## src/rtl/xfill_pattern_applier.sv

```systemverilog
// ATPG pattern applicator: fills X input bits by policy, drives the DUT inputs, strobes masked outputs.
// Optional response MISR on the signature output is built only when XFILL_MISR_EN is defined.
module xfill_pattern_applier #(
    parameter int NINPUTS  = 5,
    parameter int NOUTPUTS = 2,
    parameter int SETTLE   = 2,
    parameter int CNT_W    = 16
) (
    input  logic                clk,
    input  logic                rst_n,
    input  logic                clr,
    input  logic [1:0]          fill_mode,
    input  logic                pat_valid,
    output logic                pat_ready,
    input  logic [NINPUTS-1:0]  pat_value,
    input  logic [NINPUTS-1:0]  pat_care,
    input  logic [NOUTPUTS-1:0] pat_xpct,
    input  logic [NOUTPUTS-1:0] pat_mask,
    output logic [NINPUTS-1:0]  pi,
    input  logic [NOUTPUTS-1:0] po,
    output logic                result_valid,
    output logic                result_fail,
    output logic                error_sticky,
    output logic [CNT_W-1:0]    fail_count,
    output logic [CNT_W-1:0]    pat_count,
    output logic [CNT_W-1:0]    toggle_count,
    output logic [15:0]         signature
);

    localparam int SC_W  = (SETTLE > 1) ? $clog2(SETTLE) : 1;
    localparam int PC_W  = $clog2(NINPUTS + 1);
    localparam int SUM_W = CNT_W + PC_W + 1;
    localparam logic [CNT_W-1:0] CNT_MAX = '1;

    typedef enum logic {S_IDLE, S_SETTLE} state_t;

    state_t                state_q, state_d;
    logic [SC_W-1:0]       settle_cnt_q, settle_cnt_d;
    logic [NINPUTS-1:0]    pi_q, pi_d;
    logic [NOUTPUTS-1:0]   xpct_q, xpct_d;
    logic [NOUTPUTS-1:0]   mask_q, mask_d;
    logic                  result_valid_q, result_valid_d;
    logic                  result_fail_q, result_fail_d;
    logic                  error_q, error_d;
    logic [CNT_W-1:0]      fail_cnt_q, fail_cnt_d;
    logic [CNT_W-1:0]      pat_cnt_q, pat_cnt_d;
    logic [CNT_W-1:0]      tog_cnt_q, tog_cnt_d;

    logic                  accept;
    logic                  strobe;
    logic                  fail;
    logic [NINPUTS-1:0]    fill_vec;
    logic [NINPUTS-1:0]    pi_new;
    logic [NINPUTS-1:0]    toggles;
    logic [PC_W-1:0]       pop;
    logic [SUM_W-1:0]      tog_sum;
    logic [CNT_W-1:0]      tog_sat;

    assign accept = pat_valid && (state_q == S_IDLE);
    assign strobe = (state_q == S_SETTLE) && (settle_cnt_q == '0);
    assign fail   = |((po ^ xpct_q) & mask_q);

    always_comb begin
        fill_vec = '0;
        case (fill_mode)
            2'b01:   fill_vec = '1;
            2'b10:   fill_vec = pi_q;
            default: fill_vec = '0;
        endcase
    end

    generate
        for (genvar gi = 0; gi < NINPUTS; gi++) begin : g_fill
            assign pi_new[gi]  = pat_care[gi] ? pat_value[gi] : fill_vec[gi];
            assign toggles[gi] = pi_new[gi] ^ pi_q[gi];
        end
    endgenerate

    always_comb begin
        pop = '0;
        for (int i = 0; i < NINPUTS; i++) begin
            pop = pop + PC_W'(toggles[i]);
        end
    end

    // Toggle sum is formed wide so the clamp sees the true total.
    assign tog_sum = SUM_W'(tog_cnt_q) + SUM_W'(pop);
    assign tog_sat = (tog_sum > SUM_W'(CNT_MAX)) ? CNT_MAX : tog_sum[CNT_W-1:0];

    always_comb begin
        state_d        = state_q;
        settle_cnt_d   = settle_cnt_q;
        pi_d           = pi_q;
        xpct_d         = xpct_q;
        mask_d         = mask_q;
        result_valid_d = 1'b0;
        result_fail_d  = result_fail_q;
        error_d        = error_q;
        fail_cnt_d     = fail_cnt_q;
        pat_cnt_d      = pat_cnt_q;
        tog_cnt_d      = tog_cnt_q;
        case (state_q)
            S_IDLE: begin
                if (accept) begin
                    state_d      = S_SETTLE;
                    settle_cnt_d = SC_W'(SETTLE - 1);
                    pi_d         = pi_new;
                    xpct_d       = pat_xpct;
                    mask_d       = pat_mask;
                    tog_cnt_d    = tog_sat;
                end
            end
            S_SETTLE: begin
                if (strobe) begin
                    state_d        = S_IDLE;
                    result_valid_d = 1'b1;
                    result_fail_d  = fail;
                    error_d        = error_q | fail;
                    if (pat_cnt_q != CNT_MAX) pat_cnt_d = pat_cnt_q + CNT_W'(1);
                    if (fail && (fail_cnt_q != CNT_MAX)) fail_cnt_d = fail_cnt_q + CNT_W'(1);
                end else begin
                    settle_cnt_d = settle_cnt_q - SC_W'(1);
                end
            end
            default: state_d = S_IDLE;
        endcase
        // Clear overrides any same-cycle update; the result pulse itself still goes out.
        if (clr) begin
            error_d    = 1'b0;
            fail_cnt_d = '0;
            pat_cnt_d  = '0;
            tog_cnt_d  = '0;
        end
    end

    always_ff @(posedge clk or negedge rst_n) begin
        if (!rst_n) begin
            state_q        <= S_IDLE;
            settle_cnt_q   <= '0;
            pi_q           <= '0;
            xpct_q         <= '0;
            mask_q         <= '0;
            result_valid_q <= 1'b0;
            result_fail_q  <= 1'b0;
            error_q        <= 1'b0;
            fail_cnt_q     <= '0;
            pat_cnt_q      <= '0;
            tog_cnt_q      <= '0;
        end else begin
            state_q        <= state_d;
            settle_cnt_q   <= settle_cnt_d;
            pi_q           <= pi_d;
            xpct_q         <= xpct_d;
            mask_q         <= mask_d;
            result_valid_q <= result_valid_d;
            result_fail_q  <= result_fail_d;
            error_q        <= error_d;
            fail_cnt_q     <= fail_cnt_d;
            pat_cnt_q      <= pat_cnt_d;
            tog_cnt_q      <= tog_cnt_d;
        end
    end

`ifdef XFILL_MISR_EN
    logic [15:0] sig_q, sig_d;

    always_comb begin
        sig_d = sig_q;
        if (strobe) begin
            sig_d = {sig_q[14:0], 1'b0} ^ (sig_q[15] ? 16'h1021 : 16'h0000) ^ 16'(po & mask_q);
        end
        if (clr) sig_d = '0;
    end

    always_ff @(posedge clk or negedge rst_n) begin
        if (!rst_n) sig_q <= '0;
        else        sig_q <= sig_d;
    end

    assign signature = sig_q;
`else
    assign signature = 16'h0000;
`endif

    assign pat_ready    = (state_q == S_IDLE);
    assign pi           = pi_q;
    assign result_valid = result_valid_q;
    assign result_fail  = result_fail_q;
    assign error_sticky = error_q;
    assign fail_count   = fail_cnt_q;
    assign pat_count    = pat_cnt_q;
    assign toggle_count = tog_cnt_q;

endmodule
```

## config.mk

```make
export PLATFORM = sky130hd
export DESIGN_NAME = xfill_pattern_applier
export DESIGN_NICKNAME = d
export VERILOG_FILES = /design/src/rtl/xfill_pattern_applier.sv
export SDC_FILE = /design/constraint.sdc
export NUM_CORES = 1
export LEC_CHECK = 0
export CAP_MARGIN = 20
export CORE_MARGIN = 10
export CORE_UTILIZATION = 35
export CTS_BUF_LIST = sky130_fd_sc_hd__clkbuf_8 sky130_fd_sc_hd__clkbuf_16
export DETAILED_ROUTE_END_ITERATION = 8
export GPL_TIMING_DRIVEN = 0
export PLACE_DENSITY = 0.61
export SLEW_MARGIN = 15
export SYNTH_ARGS = -nofsm -noshare
export SYNTH_HDL_FRONTEND = slang
export SYNTH_SLANG_ARGS = --single-unit
```

## constraint.sdc

```tcl
create_clock -name clk -period 4.2 [get_ports clk]
set_input_delay 0.84 -clock clk [delete_from_list [all_inputs] [get_ports clk]]
set_output_delay 0.84 -clock clk [all_outputs]
set_load 0.005 [all_outputs]
```

==> flow_summary.toml <==
[clock_tree]
clockBufferDepth = 2
cts_buffers = 9
htreeDepth = 3
cts_tree = "done"
cts_sinks = 62
cts.clk_slew.worst_paths_ns = 0.07
clk_latency_ns = 0.34
cts-hold-fix-buffers = 0
root_buffer = "clkbuf_8"

[route]
dr.pass1.iters = 4
routedWlPerCell_um = 15.08
viasPerCell = 4.905
drc = 0
drt-initial-drc-count = 155
antenna_left = 0
finalWirelength_mm = 9.529
vias = 3100

[placed_design]
numPortBuffers = 77
place_area_um2 = 4649
gp_congestion = 0.7929
dp_slack_ns = -0.8668
placed_cells = 615
dp_hpwl_mm = 7.095

[final_layout]
design_area_um2 = 4912
diodes = 0
area_growth_pct = 37.71
fin_cells = 632
n_fill_cell = 923
post-route-util = 0.4980
nNetsFinal = 527
drive_gt1_frac = 0.1543

[power_and_ir_drop]
power-per-cell-area_nw_per_um2 = 424.3
ir_drop_uv = 205.3
switching_share = 0.3399
pwr-share-clk = 0.276
leakagePower_nw = 2.047
fin_total_pwr_mw = 2.084
pwr-share-seq = 0.367
internal_power_mw = 1.376
netSwitchingPower_mw = 0.7086
comb_power_share = 0.357

[setup_path]
critPathKind = "input port to register"
worstPathArrival_ns = 4.33
critPathCaptureType = "register"
startpoint_type = "input port"
path_max_fanout = 8
critPathRequiredTime_ns = 4.45

[die]
die_w_um = 121.0
io_pins = 95
dieArea_um2 = 14630
start_util = 0.3616
core_um2 = 9864
fp-row-count = 36
die_y_um = 121.0

[global_route]
grt_start_max_net_pins = 57
antenna_found_initial = 0
grt_pass1_wl_mm = 15.42
grt_overflow_total = 0
grt_usage = 0.1288
grt_pass1_vias = 3042

[sta]
report.final.slew_viol_count = 0
setup_viol = 0
timing.final.ws_setup_ns = 0.1225
max_freq_mhz = 245.2
hold_viol_final = 0
rsz0062_at_grt = "yes"
fin_worst_skew_ns = 0.005547
final.min_clock_period_ns = 4.077
timing.final.crit_share = 0.9708
worstMarginPinSlew_ns = 0.6113
holdWs_ns = 0.3060
setup-tns-final_ns = 0
slew_headroom = 0.5925

[logic_synthesis]
synthFlopType = "dfrtp_1"
synth-compound-area-share = 0.1203
synth_top_family_by_area = "simple AND/OR/NAND/NOR gates"
synth_xor_area_frac = 0.05402
synth_mux_area_frac = 0.02069
syn_avg_cell_area_um2 = 9.170
yosysTopAreaCellShare = 0.4349
synth_warnings = 0
synth-simple-area-share = 0.2525
synth-adder-area-share = 0.04490
yosys.area.top_type = "dfrtp_1"
synth.area.top_cells = "dfrtp_1 (43%), nor2_1 (4.7%), nand2_1 (3.9%)"
netlist-cell-type-count = 54
synth-seq-area-share = 0.4349
syn_area_um2 = 3567
async_reset_ff_frac = 1.000
synth_edf_count = 0
synth-seq-cells = 62
syn_inst = 389

[outcome]
status = "completed"

[min_path]
hp-class = "input port to asynchronous set/reset pin"

[run]
drv_cap = 0
[layout by cell type, fill, tap and decap left out, drive strengths merged, types with 9 or more instances in the layout]
cell type,synthesis,final
clkdlybuf4s50,0,73
dfrtp,62,62
nor2,45,45
nand2,37,37
buf,22,27
a21oi,25,25
nor3,24,24
inv,17,18
clkbuf,9,18
conb,1,16
o21ai,13,13
nand4,13,13
xnor2,12,12
xor2,10,10
nand3,9,9
[power groups by stage]
stage	Sequential [mW]	Clock [mW]	Combinational, mW
floorplan	0.763	0	0.446
global placement	0.771	0	0.719
detailed placement	0.775	0	0.731
CTS	0.765	0.590	0.760
global route	0.776	0.616	0.848
finish	0.765	0.576	0.743
[metal layers]
metal	wire [um]	track usage
met5	0	0
met4	70	0.03544
met3	555	0.04235
met2	4804	0.2194
met1	4099	0.1513
[cell type report]
type / instances / area [um^2] / share of cell area
multi-input combinational: 294 / 1933 / 0.3935
clock inverter: 7 / 90.09 / 0.01834
buffer: 30 / 180.2 / 0.03668
inverter: 17 / 63.81 / 0.01299
sequential: 62 / 1551 / 0.3158
tap: 133 / 166.4 / 0.03388
clock buffer: 9 / 123.9 / 0.02522
timing repair buffer: 80 / 803.3 / 0.1635
[sequential cells by signal, summed over array words and instances, names as in the netlist]
name,cells
xpct_q,2
pi,5
error_sticky,1
toggle_count,16
mask_q,2
fail_count,16
state_q,1
settle_cnt_q,1
result_fail,1
pat_count,16
result_valid,1
[Yosys cell counts, types with 6 or more instances]
library cell / instances
xor2_1: 10
ha_1: 8
nand4_1: 9
buf_4: 17
nand3_1: 9
clkbuf_1: 9
nor2_1: 45
a211oi_1: 6
xnor2_1: 12
a21oi_1: 25
dfrtp_1: 62
nor4_1: 7
nor2b_1: 8
inv_1: 17
nor3_1: 24
o21ai_0: 11
nand2_1: 37
[timing repair]
action                     CTS  global route
setup endpoints to repair   16            16
pin swaps                    8             9
setup buffers                2             0
resized for setup            9            10
[kinds of logic (layout without fill, tap and decap cells)]
| kind of cell | count (synthesis) | in the layout |
|---|---|---|
| AND/OR/NAND/NOR | 170 | 170 |
| buffers and inverters | 48 | 143 |
| flip-flops | 62 | 62 |
| AO/OA/AOI/OAI | 68 | 68 |
| multiplexers | 7 | 7 |
| XOR/XNOR | 22 | 22 |
| adder cells (fa/ha/maj) | 11 | 11 |
| other | 1 | 16 |
[path summary, 6_finish.rpt]
path | depth (start not counted) | startpoint | to | slack, ns
worst max-delay path | 14 | pat_care[0] | toggle_count[5] | 0.12
worst min-delay path | 1 | rst_n | fail_count[4] | 0.31
worst max register to register | 14 | pi[2] | toggle_count[5] | 0.50
worst min register to register | 2 | mask_q[1] | mask_q[1] | 0.49
max in group asynchronous | 2 | rst_n | toggle_count[9] | 3.40
min in group clk | 2 | mask_q[1] | mask_q[1] | 0.49
[critical path: stages]
cell	delay, ns
clkdlybuf4s50_1	0.45
nor3_2	0.21
a21oi_2	0.06
xnor2_1	0.17
fa_1	0.46
fa_1	0.51
ha_2	0.18
inv_1	0.06
fa_2	0.39
nor2b_4	0.15
o21ai_4	0.08
or3_4	0.44
and3_4	0.19
nor4_2	0.13
No activity file was read; power rests on OpenSTA's default activity.
